`config.mk`:
```
export PLATFORM = sky130hd
export DESIGN_NAME = ddr_tx_serializer
export DESIGN_NICKNAME = d
export VERILOG_FILES = /design/src/rtl/ddr_tx_serializer.sv
export SDC_FILE = /design/constraint.sdc
export NUM_CORES = 1
export LEC_CHECK = 0
export CORE_MARGIN = 2
export CORE_UTILIZATION = 35
export CTS_CLUSTER_SIZE = 25
export DETAILED_ROUTE_END_ITERATION = 10
export GPL_TIMING_DRIVEN = 0
export PLACE_DENSITY_LB_ADDON = 0.3
export REMOVE_ABC_BUFFERS = 1
export SLEW_MARGIN = 25
export SYNTH_ARGS = -nofsm -noshare
export SYNTH_HDL_FRONTEND = slang
export SYNTH_SLANG_ARGS = --single-unit
```
`constraint.sdc`:
```
create_clock -name i_sys_clk -period 2.35 [get_ports i_sys_clk]
set_input_delay 0.235 -clock i_sys_clk [delete_from_list [all_inputs] [get_ports i_sys_clk]]
set_output_delay 0.235 -clock i_sys_clk [all_outputs]
set_load 0.01 [all_outputs]
```
`src/rtl/ddr_tx_serializer.sv`:
```
// ddr_tx_serializer: HDR-DDR transmit serializer, MSB-first, one bit per SCL edge strobe.
// Adds word parity to data frames and accumulates CRC-5 over data payload bits.
module ddr_tx_serializer #(
    parameter int         DATA_W   = 16,
    parameter int         LEN_W    = 5,
    parameter logic [4:0] CRC_INIT = 5'h1F,
    parameter logic [4:0] CRC_POLY = 5'h05
) (
    input  logic              i_sys_clk,
    input  logic              i_sys_rst,
    input  logic              i_ddrccc_tx_en,
    input  logic              i_sclgen_scl_pos_edge,
    input  logic              i_sclgen_scl_neg_edge,
    input  logic              i_ddrccc_tx_start,
    input  logic [2:0]        i_ddrccc_tx_mode,
    input  logic [DATA_W-1:0] i_tx_data,
    input  logic [LEN_W-1:0]  i_tx_len,
    input  logic [1:0]        i_preamble,
    input  logic              i_crc_clear,
    output logic              o_sdahnd_serial_data,
    output logic              o_ddrccc_mode_done,
    output logic              o_busy,
    output logic              o_mode_err,
    output logic [4:0]        o_crc_value,
    output logic [1:0]        o_parity
);
    localparam int SW = (DATA_W + 2 > 9) ? DATA_W + 2 : 9;
    localparam int CW = ($clog2(SW + 1) > LEN_W) ? $clog2(SW + 1) : LEN_W;
    localparam logic [2:0] M_PRE = 3'd1, M_DATA = 3'd2, M_CRC = 3'd3, M_ZERO = 3'd4, M_RAW = 3'd5;

    typedef enum logic [1:0] {IDLE, LOAD, SHIFT, DONE} state_t;

    state_t          state;
    logic [SW-1:0]   shreg, load_val;
    logic [CW-1:0]   cnt, load_cnt;
    logic [2:0]      mode;
    logic [4:0]      crc, crc_next;
    logic [LEN_W-1:0] raw_len;
    logic            p1, p0, scl_edge, accept, reserved, shifting, crc_frame;

    always_comb begin
        p1 = 1'b0;
        p0 = 1'b1;
        for (int i = 0; i < DATA_W; i++)
            if (i % 2 == 1) p1 = p1 ^ i_tx_data[i];
            else p0 = p0 ^ i_tx_data[i];
    end

    assign scl_edge  = i_sclgen_scl_pos_edge | i_sclgen_scl_neg_edge;
    assign reserved  = (i_ddrccc_tx_mode == 3'd0) || (i_ddrccc_tx_mode > M_RAW);
    assign accept    = i_ddrccc_tx_en && i_ddrccc_tx_start && (state == IDLE || o_ddrccc_mode_done);
    assign shifting  = (state == LOAD || state == SHIFT) && scl_edge;
    assign crc_frame = (state == LOAD || state == SHIFT) && mode == M_CRC;
    assign raw_len   = (i_tx_len > LEN_W'(DATA_W)) ? LEN_W'(DATA_W) : i_tx_len;
    assign crc_next  = {crc[3:0], 1'b0} ^ ((crc[4] ^ shreg[SW-1]) ? CRC_POLY : 5'h00);
    assign o_crc_value = crc;

    // Frames are left-aligned so the first bit always sits in the MSB.
    assign load_val =
        (i_ddrccc_tx_mode == M_PRE)  ? SW'(i_preamble) << (SW - 2) :
        (i_ddrccc_tx_mode == M_DATA) ? SW'({i_tx_data, p1, p0}) << (SW - DATA_W - 2) :
        (i_ddrccc_tx_mode == M_CRC)  ? SW'({4'b1100, crc}) << (SW - 9) :
        (i_ddrccc_tx_mode == M_RAW)  ? SW'(i_tx_data) << (CW'(SW) - CW'(raw_len)) :
                                       '0;
    assign load_cnt =
        (i_ddrccc_tx_mode == M_PRE)  ? CW'(2) :
        (i_ddrccc_tx_mode == M_DATA) ? CW'(DATA_W + 2) :
        (i_ddrccc_tx_mode == M_CRC)  ? CW'(9) :
        (i_ddrccc_tx_mode == M_ZERO) ? CW'(i_tx_len) :
                                       CW'(raw_len);

    always_ff @(posedge i_sys_clk) begin
        if (!i_sys_rst) begin
            state                <= IDLE;
            shreg                <= '0;
            cnt                  <= '0;
            mode                 <= 3'd0;
            o_sdahnd_serial_data <= 1'b1;
            o_ddrccc_mode_done   <= 1'b0;
            o_busy               <= 1'b0;
            o_mode_err           <= 1'b0;
            o_parity             <= 2'b00;
        end else if (!i_ddrccc_tx_en) begin
            state                <= IDLE;
            o_sdahnd_serial_data <= 1'b1;
            o_ddrccc_mode_done   <= 1'b0;
            o_busy               <= 1'b0;
            o_mode_err           <= 1'b0;
        end else begin
            o_mode_err         <= accept && reserved;
            o_ddrccc_mode_done <= 1'b0;
            if (accept && reserved) begin
                state  <= IDLE;
                o_busy <= 1'b0;
            end else if (accept) begin
                shreg  <= load_val;
                cnt    <= load_cnt;
                mode   <= i_ddrccc_tx_mode;
                o_busy <= 1'b1;
                if (i_ddrccc_tx_mode == M_DATA) o_parity <= {p1, p0};
                if (load_cnt == '0) begin
                    state              <= DONE;
                    o_ddrccc_mode_done <= 1'b1;
                end else state <= LOAD;
            end else if (state == DONE) begin
                state  <= IDLE;
                o_busy <= 1'b0;
            end else if (shifting) begin
                o_sdahnd_serial_data <= shreg[SW-1];
                shreg                <= {shreg[SW-2:0], 1'b0};
                cnt                  <= cnt - 1'b1;
                state                <= SHIFT;
                if (cnt == CW'(1)) begin
                    state              <= DONE;
                    o_ddrccc_mode_done <= 1'b1;
                end
            end
        end
    end

    always_ff @(posedge i_sys_clk) begin
        if (!i_sys_rst) crc <= CRC_INIT;
        else if (i_crc_clear && !crc_frame) crc <= CRC_INIT;
        else if (i_ddrccc_tx_en && shifting && mode == M_DATA && cnt > CW'(2)) crc <= crc_next;
        else if (i_ddrccc_tx_en && shifting && mode == M_CRC && cnt == CW'(1)) crc <= CRC_INIT;
    end
endmodule

```
==> out/metrics.csv <==
stage,metric,value,unit
run_status,status,"finished, final reports clean",
logic_synthesis,YS warnings,0,
drt,drt drc,0,
logic_synthesis,Yosys cell types,68,
floorplanning,Row Count,35,
drt,average wire per standard cell,19.3,um
logic_synthesis,Synth top area share,23.0,%
clock_network,total CTS buffers,5,
logic_synthesis,synthesized area per cell,7.49,um2
logic_synthesis,"EDFF count, synth",0,
setup_path,"setup slack, reg-to-reg",80,ps
setup_path,CP Capture Type,flip-flop,
floorplanning,Die Y,102,um
min_path,Hold Crit Class,input port to flip-flop,
clock_network,Worst-path clk slew,80,ps
setup_path,worst r2r dst,shreg[6],
setup_path,CP Launch Type,flip-flop,
finish,"Area growth, synth to finish",19.7,%
setup_path,Worst path max stage delay,370,ps
logic_synthesis,"Top FF cell, synth",dfxtp_1,
clock_network,clock tree buffer depth,2,
timing,worst hold margin,393,ps
floorplanning,core box area,9330,um2
run,max cap viols,0,
clock_network,CTS tree,built,
drt,TritonRoute pass-1 iters,5,
min_path,hold path depth,2,
drt,vias per cell,6.24,
placed_design,GP Congestion,0.971,
timing,final setup TNS,0,ps
clock_network,clock sinks,39,
setup_path,"Slowest-stage cell, CP",dfxtp_1,
power_and_ir_drop,Pwr Total,1.84,mW
timing,Final Cycle Share,96.6,%
finish,nets@finish,511,
floorplanning,DIE AREA,10500,um2
min_path,HP Start,i_ddrccc_tx_en,
setup_path,"Buf+Inv Stages, Crit Path",3,
logic_synthesis,post-synth top area cell,dfxtp_1,
finish,Layout Utilization,43.5,%
timing,post-route minimum period,2270,ps
global_route,GR Util met2,35.5,%
timing,Achievable Freq,441,MHz
finish,final instance area,4060,um2
setup_path,Crit path top cell by count,a21oi_1,
timing,Final Setup Violations,0,
drt,DR iter-0 viols,432,
floorplanning,Die Wd,102,um
clock_network,CTS hold repair buffers,0,
power_and_ir_drop,leakage,1.41,nW
global_route,most used routing layer,met2,
global_route,gr ovfl total,0,
global_route,initial antenna violation count,0,
logic_synthesis,main area contributors after synthesis,"dfxtp_1 (23%), mux2i_1 (4.7%), o21ai_0 (4.7%)",
timing,Slew Limit Fails,0,
setup_path,FF-to-FF Start,state[0],
floorplanning,num ports,44,
clock_network,htree depth,2,
drt,detailed-route wire length,11700,um
timing,Final Hold Fails,0,
logic_synthesis,"Seq/Total Area, Yosys",23.0,%
drt,vias,3764,
finish,share of cells above drive strength 1,9.28,%
global_route,largest net degree at the start of global routing,36,
setup_path,CP arrival,2440,ps
logic_synthesis,Synth Register Bits,39,
logic_synthesis,Post-synth ARST share,0,%
setup_path,CP Data Required Time,2530,ps
power_and_ir_drop,Peak VDD IR,0.000223,V
timing,Setup Skew,8.57,ps
placed_design,hpwl dp,8000,um
global_route,gr usage total,22.6,%
timing,measured slew at the worst slew-check pin,767,ps
logic_synthesis,cell area after synthesis,3390,um2
setup_path,CP cell instances,inv_1 -> ha_1 -> o211ai_1 -> buf_4 -> clkbuf_4 -> a21oi_1 -> nor2b_1 -> a222oi_1 -> a21oi_1,
clock_network,clk_lat worst skew,300,ps
setup_path,kind of critical path,flip-flop to flip-flop,
timing,RSZ-0062 raised after global routing,yes,
power_and_ir_drop,power per cell area,454,nW/um2
setup_path,"CP delay by family, top",compound AO/OA/AOI/OAI gates,
finish,diode count,0,
setup_path,"critical path fanouts, max",10,
global_route,GRT met3 Usage,3.90,%
global_route,GR Util met1,32.1,%
drt,DRT antenna net count,0,
min_path,Hold Path Sink,o_sdahnd_serial_data,
timing,Rel. slew slack,48.7,%
placed_design,dpl cell area,3840,um2
clock_network,CTS root buf,clkbuf_8,
setup_path,Reg2Reg Depth,9,
placed_design,PortBufs,43,
floorplanning,Initial Util,36.4,%
logic_synthesis,Post-Synthesis Cells,453,
global_route,vias in the first global route,3434,
global_route,first-pass GRT wire length,18500,um
[worst max path at each step]
stage | from | slack (ps) | depth (start not counted) | to
floorplan | state[0] | -100 | 8 | shreg[7]
global placement | i_tx_len[1] | -1590 | 7 | shreg[17]
detailed placement | i_tx_len[0] | -1070 | 6 | shreg[11]
CTS | i_ddrccc_tx_mode[2] | 30 | 7 | shreg[12]
global route | state[0] | -20 | 8 | shreg[10]
finish | state[0] | 80 | 9 | shreg[6]
[metrics by stage]
| stage | cells | setup slack (ps) |
|---|---|---|
| 2_1_floorplan | 411 | -101 |
| 3_3_place_gp | 583 | -1590 |
| 3_5_place_dp | 588 | -1070 |
| 4_1_cts | 597 | 25.3 |
| 5_1_grt | 603 | -22.4 |
| 6_report | 603 | 81.0 |
[cell type report]
type | count | area (um2)
multi-input combinational | 358 | 2420
sequential | 39 | 781
timing repair buffer | 54 | 533
clock buffer | 7 | 96.3
clock inverter | 1 | 7.51
tap | 129 | 161
inverter | 15 | 57.6
fill | 967 | 5270
[state kept, by name, summed over array words and instances (netlist names)]
register              flops
cnt                       5
mode                      3
o_busy                    1
o_crc_value               5
o_ddrccc_mode_done        1
o_mode_err                1
o_parity                  2
o_sdahnd_serial_data      1
shreg                    18
state                     2
[metal layers]
metal	vias up	share of wire [%]
met2	162	45
met3	17	7.2
met4	0	1.5
met1	1837	46
li1	1748	-
met5	-	0
[cells by family after synthesis]
logic type | synth area share, %
buf+inv | 7.60
flops | 23.0
compound gates | 35.0
mux | 5.39
simple gates | 22.5
xor+xnor | 4.39
fa+ha+maj | 2.14
[cells in the mapped netlist (10+ instances only)]
| cell | n |
|---|---|
| buf_2 | 14 |
| clkbuf_1 | 22 |
| xnor2_1 | 14 |
| mux2i_1 | 16 |
| nor2b_1 | 16 |
| nand3_1 | 10 |
| nand2_1 | 36 |
| o22ai_1 | 23 |
| a221oi_1 | 12 |
| nor3_1 | 13 |
| inv_1 | 13 |
| o21ai_0 | 32 |
| dfxtp_1 | 39 |
| a22oi_1 | 10 |
| nand2b_1 | 18 |
| nor2_1 | 23 |
| a21oi_1 | 26 |
[placed cells by master, fill, tap and decap left out, types with 4 or more instances in the layout]
cell type,instances
nand2b_1,17
ha_1,5
a221oi_1,11
o22ai_1,23
a21boi_0,4
a21oi_1,25
a22oi_1,9
nand2_1,36
dfxtp_1,39
o211ai_1,4
clkdlybuf4s50_1,35
clkbuf_8,7
nor3_1,13
o221ai_1,6
a211oi_1,4
mux2i_1,16
a31oi_1,6
o22a_1,4
nor2_1,23
buf_4,7
o21a_1,5
inv_1,13
o21ai_0,32
nand3b_1,6
xnor2_1,14
nand3_1,10
and3_1,6
nand4_1,4
nor2b_1,15
[worst register-to-register path: cells and delay by family, from the launching register on]
kind,cells,cell delay [ps]
buffers and inverters,3,510
and+or+nand+nor,1,180
AOI/OAI and AO/OA,4,830
DFF,1,370
adders and majority gates,1,240
[where the power goes]
part | internal (mW) | total (mW) | switching, mW
Clock | 0.267 | 0.521 | 0.254
Combinational | 0.253 | 0.606 | 0.353
Sequential | 0.692 | 0.716 | 0.0236
Total | 1.21 | 1.84 | 0.630
[repair_timing]
item | 4_1_cts | 5_1_grt
endpoints found under the setup margin | 25 | 14
resized for setup | 17 | 6
endpoints found under the hold margin | 0 | 0
pin swaps | 1 | 1
cloned | 1 | 0
setup buffers | 0 | 6
No activity file was read; power rests on OpenSTA's default activity.
